**src/rtl/mem_stage_if.sv**
```systemverilog
// Request/response data-memory port between the memory stage and the data memory.
// The master drives the request fields; the slave answers with addr_ok, data_ok and read data.
interface mem_stage_if;
  logic        data_req_o;
  logic        data_wr_o;
  logic [1:0]  data_size_o;
  logic [31:0] data_addr_o;
  logic [3:0]  data_wstrb_o;
  logic [31:0] data_wdata_o;
  logic        data_addr_ok_i;
  logic        data_data_ok_i;
  logic [31:0] data_rdata_i;

  modport master (
    output data_req_o,
    output data_wr_o,
    output data_size_o,
    output data_addr_o,
    output data_wstrb_o,
    output data_wdata_o,
    input  data_addr_ok_i,
    input  data_data_ok_i,
    input  data_rdata_i
  );

  modport slave (
    input  data_req_o,
    input  data_wr_o,
    input  data_size_o,
    input  data_addr_o,
    input  data_wstrb_o,
    input  data_wdata_o,
    output data_addr_ok_i,
    output data_data_ok_i,
    output data_rdata_i
  );
endinterface

```
**src/rtl/mem_stage.sv**
```systemverilog
// Memory stage: runs loads/stores over the req/resp data port, extends load data, builds MEM->WB bus.
// Latency: ALU ops 0 cycles, memory ops >= 3 cycles; stalls in REQ/WAIT unbounded, DONE holds until go.
module mem_stage (
  input  logic         clk,
  input  logic         resetn,
  input  logic [106:0] exe2mem_bus_ri,
  output logic [69:0]  mem2wb_bus_o,
  input  logic         ctl_mem_valid_i,
  input  logic         ctl_mem2wb_go_i,
  output logic         ctl_mem_over_o,
  output logic [4:0]   ctl_mem_dest_o,
  mem_stage_if.master  dmem
);

  typedef struct packed {
    logic        mem_ld;
    logic        mem_st;
    logic [1:0]  mem_size;
    logic        mem_unsigned;
    logic [31:0] store_data;
    logic [31:0] exe_result;
    logic [4:0]  wdest;
    logic        wen;
    logic [31:0] pc;
  } exe2mem_t;

  typedef struct packed {
    logic [4:0]  wdest;
    logic        wen;
    logic [31:0] mem_result;
    logic [31:0] pc;
  } mem2wb_t;

  typedef enum logic [1:0] {
    IDLE = 2'd0,
    REQ  = 2'd1,
    WAIT = 2'd2,
    DONE = 2'd3
  } state_t;

  exe2mem_t    ex;
  mem2wb_t     wb;
  state_t      state_q, state_d;
  logic [31:0] result_q, result_d;
  logic        is_mem;
  logic [1:0]  lane;
  logic [7:0]  ld_byte;
  logic [15:0] ld_half;
  logic [31:0] ld_data;
  logic [3:0]  st_strb;
  logic [31:0] st_wdata;

  assign ex     = exe2mem_bus_ri;
  assign is_mem = ex.mem_ld | ex.mem_st;
  assign lane   = ex.exe_result[1:0];

  // Load lane select and extension; the bus is held stable by EXE while we wait.
  always_comb begin
    ld_byte = dmem.data_rdata_i[7:0];
    case (lane)
      2'd0:    ld_byte = dmem.data_rdata_i[7:0];
      2'd1:    ld_byte = dmem.data_rdata_i[15:8];
      2'd2:    ld_byte = dmem.data_rdata_i[23:16];
      default: ld_byte = dmem.data_rdata_i[31:24];
    endcase
    ld_half = lane[1] ? dmem.data_rdata_i[31:16] : dmem.data_rdata_i[15:0];
    case (ex.mem_size)
      2'd0:    ld_data = {{24{~ex.mem_unsigned & ld_byte[7]}}, ld_byte};
      2'd1:    ld_data = {{16{~ex.mem_unsigned & ld_half[15]}}, ld_half};
      default: ld_data = dmem.data_rdata_i;
    endcase
  end

  always_comb begin
    case (ex.mem_size)
      2'd0: begin
        st_strb  = 4'b0001 << lane;
        st_wdata = {4{ex.store_data[7:0]}};
      end
      2'd1: begin
        st_strb  = lane[1] ? 4'b1100 : 4'b0011;
        st_wdata = {2{ex.store_data[15:0]}};
      end
      default: begin
        st_strb  = 4'b1111;
        st_wdata = ex.store_data;
      end
    endcase
  end

  always_comb begin
    state_d  = state_q;
    result_d = result_q;
    case (state_q)
      IDLE: if (ctl_mem_valid_i && is_mem) state_d = REQ;
      REQ:  if (dmem.data_addr_ok_i) state_d = WAIT;
      WAIT: begin
        if (dmem.data_data_ok_i) begin
          state_d = DONE;
          if (ex.mem_ld) result_d = ld_data;
        end
      end
      DONE: if (ctl_mem2wb_go_i) state_d = IDLE;
      default: state_d = IDLE;
    endcase
  end

  always_ff @(posedge clk) begin
    if (!resetn) begin
      state_q  <= IDLE;
      result_q <= 32'h0;
    end else begin
      state_q  <= state_d;
      result_q <= result_d;
    end
  end

  assign dmem.data_req_o   = (state_q == REQ);
  assign dmem.data_wr_o    = ex.mem_st;
  assign dmem.data_size_o  = ex.mem_size;
  assign dmem.data_addr_o  = ex.exe_result;
  assign dmem.data_wstrb_o = ex.mem_st ? st_strb : 4'b0000;
  assign dmem.data_wdata_o = st_wdata;

  // ALU ops finish immediately; memory ops only once the response has been captured.
  assign ctl_mem_over_o = ctl_mem_valid_i & (is_mem ? (state_q == DONE) : 1'b1);
  assign ctl_mem_dest_o = ex.wdest & {5{ctl_mem_valid_i}};

  assign wb.wdest      = ex.wdest;
  assign wb.wen        = ex.wen;
  assign wb.mem_result = ex.mem_ld ? result_q : ex.exe_result;
  assign wb.pc         = ex.pc;
  assign mem2wb_bus_o  = wb;

endmodule

```
**src/flat_wrapper.sv**
```systemverilog
// flat-port wrapper written by rule: the top's interface ports become plain ports
module mem_stage_flat 
  (clk, resetn, exe2mem_bus_ri, mem2wb_bus_o, ctl_mem_valid_i, ctl_mem2wb_go_i, ctl_mem_over_o, ctl_mem_dest_o, dmem_data_req_o, dmem_data_wr_o, dmem_data_size_o, dmem_data_addr_o, dmem_data_wstrb_o, dmem_data_wdata_o, dmem_data_addr_ok_i, dmem_data_data_ok_i, dmem_data_rdata_i);
  mem_stage_if dmem_i ();
  input  logic clk;
  input  logic resetn;
  input  logic [106:0] exe2mem_bus_ri;
  output logic [69:0] mem2wb_bus_o;
  input  logic ctl_mem_valid_i;
  input  logic ctl_mem2wb_go_i;
  output logic ctl_mem_over_o;
  output logic [4:0] ctl_mem_dest_o;
  output wire logic [$bits(dmem_i.data_req_o)-1:0] dmem_data_req_o;
  output wire logic [$bits(dmem_i.data_wr_o)-1:0] dmem_data_wr_o;
  output wire logic [$bits(dmem_i.data_size_o)-1:0] dmem_data_size_o;
  output wire logic [$bits(dmem_i.data_addr_o)-1:0] dmem_data_addr_o;
  output wire logic [$bits(dmem_i.data_wstrb_o)-1:0] dmem_data_wstrb_o;
  output wire logic [$bits(dmem_i.data_wdata_o)-1:0] dmem_data_wdata_o;
  input wire logic [$bits(dmem_i.data_addr_ok_i)-1:0] dmem_data_addr_ok_i;
  input wire logic [$bits(dmem_i.data_data_ok_i)-1:0] dmem_data_data_ok_i;
  input wire logic [$bits(dmem_i.data_rdata_i)-1:0] dmem_data_rdata_i;
  assign dmem_data_req_o = dmem_i.data_req_o;
  assign dmem_data_wr_o = dmem_i.data_wr_o;
  assign dmem_data_size_o = dmem_i.data_size_o;
  assign dmem_data_addr_o = dmem_i.data_addr_o;
  assign dmem_data_wstrb_o = dmem_i.data_wstrb_o;
  assign dmem_data_wdata_o = dmem_i.data_wdata_o;
  assign dmem_i.data_addr_ok_i = dmem_data_addr_ok_i;
  assign dmem_i.data_data_ok_i = dmem_data_data_ok_i;
  assign dmem_i.data_rdata_i = dmem_data_rdata_i;
  mem_stage u_core (.clk(clk), .resetn(resetn), .exe2mem_bus_ri(exe2mem_bus_ri), .mem2wb_bus_o(mem2wb_bus_o), .ctl_mem_valid_i(ctl_mem_valid_i), .ctl_mem2wb_go_i(ctl_mem2wb_go_i), .ctl_mem_over_o(ctl_mem_over_o), .ctl_mem_dest_o(ctl_mem_dest_o), .dmem(dmem_i));
endmodule
```
**config.mk**
```make
export PLATFORM = sky130hd
export DESIGN_NAME = mem_stage_flat
export DESIGN_NICKNAME = d
export VERILOG_FILES = /design/src/rtl/mem_stage_if.sv /design/src/rtl/mem_stage.sv /design/src/flat_wrapper.sv
export SDC_FILE = /design/constraint.sdc
export NUM_CORES = 1
export LEC_CHECK = 0
export ABC_AREA = 1
export CELL_PAD_IN_SITES_DETAIL_PLACEMENT = 1
export CELL_PAD_IN_SITES_GLOBAL_PLACEMENT = 1
export CORE_UTILIZATION = 18
export DETAILED_ROUTE_END_ITERATION = 8
export PLACE_DENSITY = 0.77
export SYNTH_ARGS = -nofsm -noshare
export SYNTH_HDL_FRONTEND = slang
export SYNTH_SLANG_ARGS = --single-unit
```
**constraint.sdc**
```tcl
create_clock -name clk -period 1.9 [get_ports clk]
set_input_delay 0.57 -clock clk [delete_from_list [all_inputs] [get_ports clk]]
set_output_delay 0.57 -clock clk [all_outputs]
set_load 0.01 [all_outputs]
```
==> results of run 1 <==
## timing repair
item | CTS | global route
pin swaps | 7 | 9
endpoints found under the setup margin | 146 | 72
cloned | 6 | 1
buffers inserted | 11 | 2
resized for setup | 445 | 95
## path summary, 6_finish.rpt
check                               end  slack (ns)  cells past startpoint
setup reg to reg    u_core.result_q[15]        0.19                     10
setup / recovery  dmem_data_wdata_o[11]       -0.09                      8
hold / removal       u_core.result_q[0]        0.55                      2
hold reg to reg      u_core.result_q[0]        0.55                      2
## where the power goes
group          switching (µW)  total (µW)  internal, µW
registers                33.2         837           804
logic                     781        1510           733
clock network             308         921           613
total                    1120        3270          2150
## area by class of cell
type | count | area (µm²) | share of cell area [%]
clock buffer | 5 | 125 | 2.07
clock inverter | 3 | 40.0 | 0.661
inverter | 82 | 325 | 5.37
multi-input combinational | 351 | 1850 | 30.5
sequential | 34 | 682 | 11.3
tap | 229 | 287 | 4.73
timing repair buffer | 302 | 2740 | 45.3
timing repair inverter | 1 | 7.51 | 0.124
## registers in the layout, indices dropped and copies added (netlist names)
name             cells
u_core.result_q     32
u_core.state_q       2
## critical path: cells and delay by family
| kind | cells | cell delay (ns) |
|---|---|---|
| buf+inv | 5 | 0.62 |
| simple gates | 3 | 0.23 |
## kinds of logic after synthesis
logic type | synth area share (%)
adder cells (fa/ha/maj) | 1.87
flip-flops | 20.4
buffers and inverters | 30.8
AO/OA/AOI/OAI | 18.1
AND/OR/NAND/NOR | 28.8
## layout by cell type (no fill, tap or decap), types with 2 or more instances in the layout
master and instances:
nand2_1 164, inv_1 74, clkdlybuf4s50_1 65, buf_2 64, buf_4 54, dlygate4sd2_1 49
a21oi_1 35, dfxtp_1 33, nand2_2 29, dlymetal6s2s_1 23, o21ai_2 21, o21ai_0 21
buf_6 16, o21ai_1 15, nand3_1 13, clkdlybuf4s15_1 10, a31oi_1 8, nand4_1 8
nand2_4 7, nor2_1 7, clkbuf_16 6, buf_12 6, o22ai_1 5, clkdlybuf4s15_2 5
ha_1 4, buf_16 4, inv_4 3, nor2_2 3, buf_8 3, nor2_4 2
clkinv_4 2, clkinv_1 2, nand3_2 2, clkinv_2 2, clkbuf_2 2
## per-layer routing
metal	vias to the layer above	track usage, %	share of wire (%)
li1	2116	-	-
met1	2029	18.0	37
met2	178	33.6	54
met3	6	4.54	8.0
met4	0	2.60	0.55
met5	-	0	0
## stage by stage
step	setup slack (ns)	cells	setup TNS, ns	power (µW)	hold slack (ns)
floorplan	-0.0598	572	-1.20	1600	0.472
CTS	-0.0769	1005	-0.352	3250	0.550
finish	-0.0868	1007	-0.373	3270	0.549
global placement	-0.950	980	-78.44	2350	0.525
global route	-0.119	1007	-0.869	3480	0.591
detailed placement	-0.968	980	-82.14	2380	0.540
==> results.cfg, run 1 <==
[floorplan]
dieArea_um2 = 19100
die_w_um = 138
rows = 49
start_util_pct = 18.5
die_h_um = 138
core_area_um2 = 18100
pin_count = 293

[power_and_ir_drop]
power.density_nw_per_um2 = 541
peakVddDrop_mv = 0.261
leakagePower_uw = 0.00323

[synthesis]
yosysWarnings = 0
synthTopCellsByArea = nand2_1 22%, dfxtp_1 20%, buf_4 18%
synth_cells = 572
ys_seq_area_share_pct = 20.4
synth_top_area_share_pct = 22.4
synthFlopType = dfxtp_1
synthesis.area_um2 = 3340
synth_common_cells = 199 x nand2_1, 81 x buf_4, 78 x inv_1
yosysMostFrequentCell = nand2_1
ys_ff_latch = 34
synth_cell_types = 27
synth_top_area_cell = nand2_1
synth_nets = 722
async_flop_share_pct = 0
synth_edf_count = 0
syn_avg_cell_area_um2 = 5.83

[routing]
dr.pass1.iters = 8
antenna_left = 0
drtIter0Drc = 169
wl_um = 16800
vias_per_cell = 4.30
route.detailed.drc = 29
vias = 4329
post_drt_wl_per_cell_um = 16.6

[timing]
layout_setup_ws_ns = -0.0868
fin_crit_ns = 1.99
fin_skew_ns = 0.00365
rsz0062_at_grt = true
worst_slew_pin_slew_ns = 0.345
fmax_ghz = 0.503
finalHoldViolCount = 0
relSlewSlack_pct = 77.0
final_max_slew_viol_count = 0
fin_crit_sh_pct = 105
finalSetupViolCount = 6

[grt]
antenna_found_initial = 0
grt-ovfl-total = 0
grt_pass1_wl_um = 24900
grt_pass1_vias = 4525
gr-usage-all-layers_pct = 17.0
grt_max_degree = 27

[cells_and_area]
fillerInstances = 2270
syn_to_final_growth_pct = 81.4
stdcell_area_um2 = 6050
nNetsFinal = 927
fin_util_pct = 33.5
drive_gt1_share_pct = 31.0
antenna_cells = 0

[worst_setup_path]
cp_slowest_cell = buf_6
critPathMaxStageDelay_ns = 0.15
rr_startpoint = u_core.state_q[0]
critPathKind = primary input to primary output
crit_arrival_ns = 1.42
cp-end-kind = primary output
cp-start-kind = primary input
cp_data_required_time_ns = 1.33
path_common_cell = buf_6
crit_fanout = 4
cp-startpoint = exe2mem_bus_ri[104]
path_cells = buf_8 > nor2_4 > buf_6 > clkinvlp_4 > buf_6 > nand2_2 > nand2_1 > buf_2

[clock_tree]
cts_hold_buffers = 0
numCtsBuffers = 5
clkLatencyLatePin_ns = 0.28
cts_htree_levels = 2
clk_pin_slew_ns = 0.06
tritoncts = built
root_buffer = clkbuf_16
clockBufferDepth = 2
cts_sinks = 34

[status]
violations = design-rule violations, negative setup slack
status = finished with violations

[placed_design]
postPlaceCellArea_um2 = 5660
portBuffers = 226
dp_hpwl_um = 13200
gp_congestion = 0.787

[hold_path]
hold_path.class = flop to flop
min_from = u_core.result_q[0]

[flow_run]
maxCapViolations = 0
(Power assumes the default switching activity.)
==> run 2, diff against run 1 <==
--- a/config.mk
+++ b/config.mk
@@ -8,7 +8,7 @@
 export ABC_AREA = 1
 export CELL_PAD_IN_SITES_DETAIL_PLACEMENT = 1
 export CELL_PAD_IN_SITES_GLOBAL_PLACEMENT = 1
-export CORE_UTILIZATION = 18
+export CORE_UTILIZATION = 19
 export DETAILED_ROUTE_END_ITERATION = 8
 export PLACE_DENSITY = 0.77
 export SYNTH_ARGS = -nofsm -noshare
==> constraint.sdc (replaced) <==
create_clock -name clk -period 2.01 [get_ports clk]
set_input_delay 0.603 -clock clk [delete_from_list [all_inputs] [get_ports clk]]
set_output_delay 0.603 -clock clk [all_outputs]
set_load 0.01 [all_outputs]
==> results.cfg, run 2 (synthesized netlist as in run 1, its figures left out) <==
[grt]
grt_pass1_vias = 4389
antenna_found_initial = 0
gr-usage-all-layers_pct = 16.8
grt_pass1_wl_um = 23200
grt_max_degree = 34
grt-ovfl-total = 0

[floorplan]
start_util_pct = 19.4
pin_count = 293
die_w_um = 135
rows = 48
die_h_um = 135
core_area_um2 = 17200
dieArea_um2 = 18100

[cells_and_area]
drive_gt1_share_pct = 24.3
final_common_cell = nand2_1
nNetsFinal = 926
syn_to_final_growth_pct = 70.1
fin_util_pct = 32.9
top_regs = u_core.result_q x32, u_core.state_q x2
antenna_cells = 0
fillerInstances = 2229
largest_register_ffs = 32
largest_register = u_core.result_q
final_cell_mix = 195 x nand2_1, 84 x clkdlybuf4s50_1, 75 x inv_1

[clock_tree]
clockBufferDepth = 2
cts_hold_buffers = 0
cts_sinks = 34
clk_pin_slew_ns = 0.05
tritoncts = built
cts_htree_levels = 2
root_buffer = clkbuf_16
clkLatencyLatePin_ns = 0.27
numCtsBuffers = 5

[worst_setup_path]
critPathMaxStageDelay_ns = 0.55
path_cells = dlygate4sd2_1 > clkdlybuf4s50_1
cp_data_required_time_ns = 1.41
crit_arrival_ns = 1.39
rr_startpoint = u_core.state_q[0]
cp-start-kind = primary input
critical_path_buf_inv_count = 2
critPathKind = primary input to primary output
cp_slowest_cell = clkdlybuf4s50_1
cp-startpoint = exe2mem_bus_ri[70]
crit_fanout = 3
crit_family = buffers and inverters
cp-end-kind = primary output

[routing]
route.detailed.drc = 0
dr.pass1.iters = 4
wl_um = 15700
drtIter0Drc = 159
vias_per_cell = 4.24
post_drt_wl_per_cell_um = 15.6
antenna_left = 0
vias = 4248

[placed_design]
place_ws_ns = -0.900
gp_congestion = 0.839
portBuffers = 226
dp_hpwl_um = 12900

[timing]
worst_slew_pin_slew_ns = 0.366
hold_ws_ns = 0.545
finalSetupViolCount = 0
relSlewSlack_pct = 75.6
finalHoldViolCount = 0
fin_crit_ns = 2.00
fmax_ghz = 0.501
fin_skew_ns = 0.00358
layout_setup_ws_ns = 0.0145
rsz0062_at_grt = true
final_max_slew_viol_count = 0
fin_crit_sh_pct = 99.3

[hold_path]
hold_path.class = flop to flop
min_from = u_core.result_q[16]

[power_and_ir_drop]
power.density_nw_per_um2 = 508
peakVddDrop_mv = 0.283
leakagePower_uw = 0.00299

[flow_run]
maxCapViolations = 0

[status]
status = complete, no violations
==> run 2: cell types whose count changed in the layout (fill, tap and decap cells not counted), moves of 6 or more <==
cell             change
nand2_1             +31
nand2_2             -24
clkdlybuf4s50_1     +19
buf_4               +14
dlymetal6s2s_1      -12
o21ai_0             +11
o21ai_2             -10
clkdlybuf4s15_1      -8
buf_6                -7
nand2_4              -6
==> run 2: per-stage QoR <==
stage	instances	power, µW	instance area, µm²	setup TNS, ns
after floorplan	572	1510	3340	-0.585
after global placement	977	2200	5640	-69.67
after detailed placement	977	2230	5640	-72.90
after CTS	1000	2920	5640	-0.00260
after global routing	1002	3060	5680	-0.0696
final	1002	2880	5680	0
==> run 2: per-layer routing <==
layer | part of all wire [%] | global-route usage (%)
met5 | 0 | 0
met4 | 0.50 | 2.00
met3 | 7.7 | 4.09
met2 | 53 | 32.9
met1 | 39 | 18.4
==> run 2: worst paths after layout <==
| path | end | slack, ns | cells after the start |
|---|---|---|---|
| hold reg to reg | u_core.result_q[16] | 0.54 | 4 |
| hold / removal | u_core.result_q[16] | 0.54 | 4 |
| setup reg to reg | u_core.result_q[17] | 0.38 | 8 |
| setup / recovery | dmem_data_wdata_o[0] | 0.01 | 2 |
==> run 2: layout make-up <==
class / instances / area [µm²] / share of cell area [%]
clock inverters: 1 / 5.00 / 0.0882
inverters: 82 / 315 / 5.56
multi-input cells: 351 / 1670 / 29.4
flip-flops and latches: 34 / 681 / 12.0
repair buffers: 302 / 2580 / 45.5
well taps: 225 / 282 / 4.96
clock buffers: 7 / 143 / 2.51
==> run 2: what timing repair did <==
action | CTS | global route
resized for setup | 374 | 36
endpoints found under the setup margin | 140 | 35
gates cloned | 1 | 0
pin swaps | 4 | 8
setup buffers | 14 | 2
==> run 2: power by group <==
group | total, µW | internal, µW | switching, µW
logic | 1320 | 635 | 680
clock network | 776 | 491 | 285
registers | 793 | 758 | 35.1
total | 2880 | 1880 | 1000
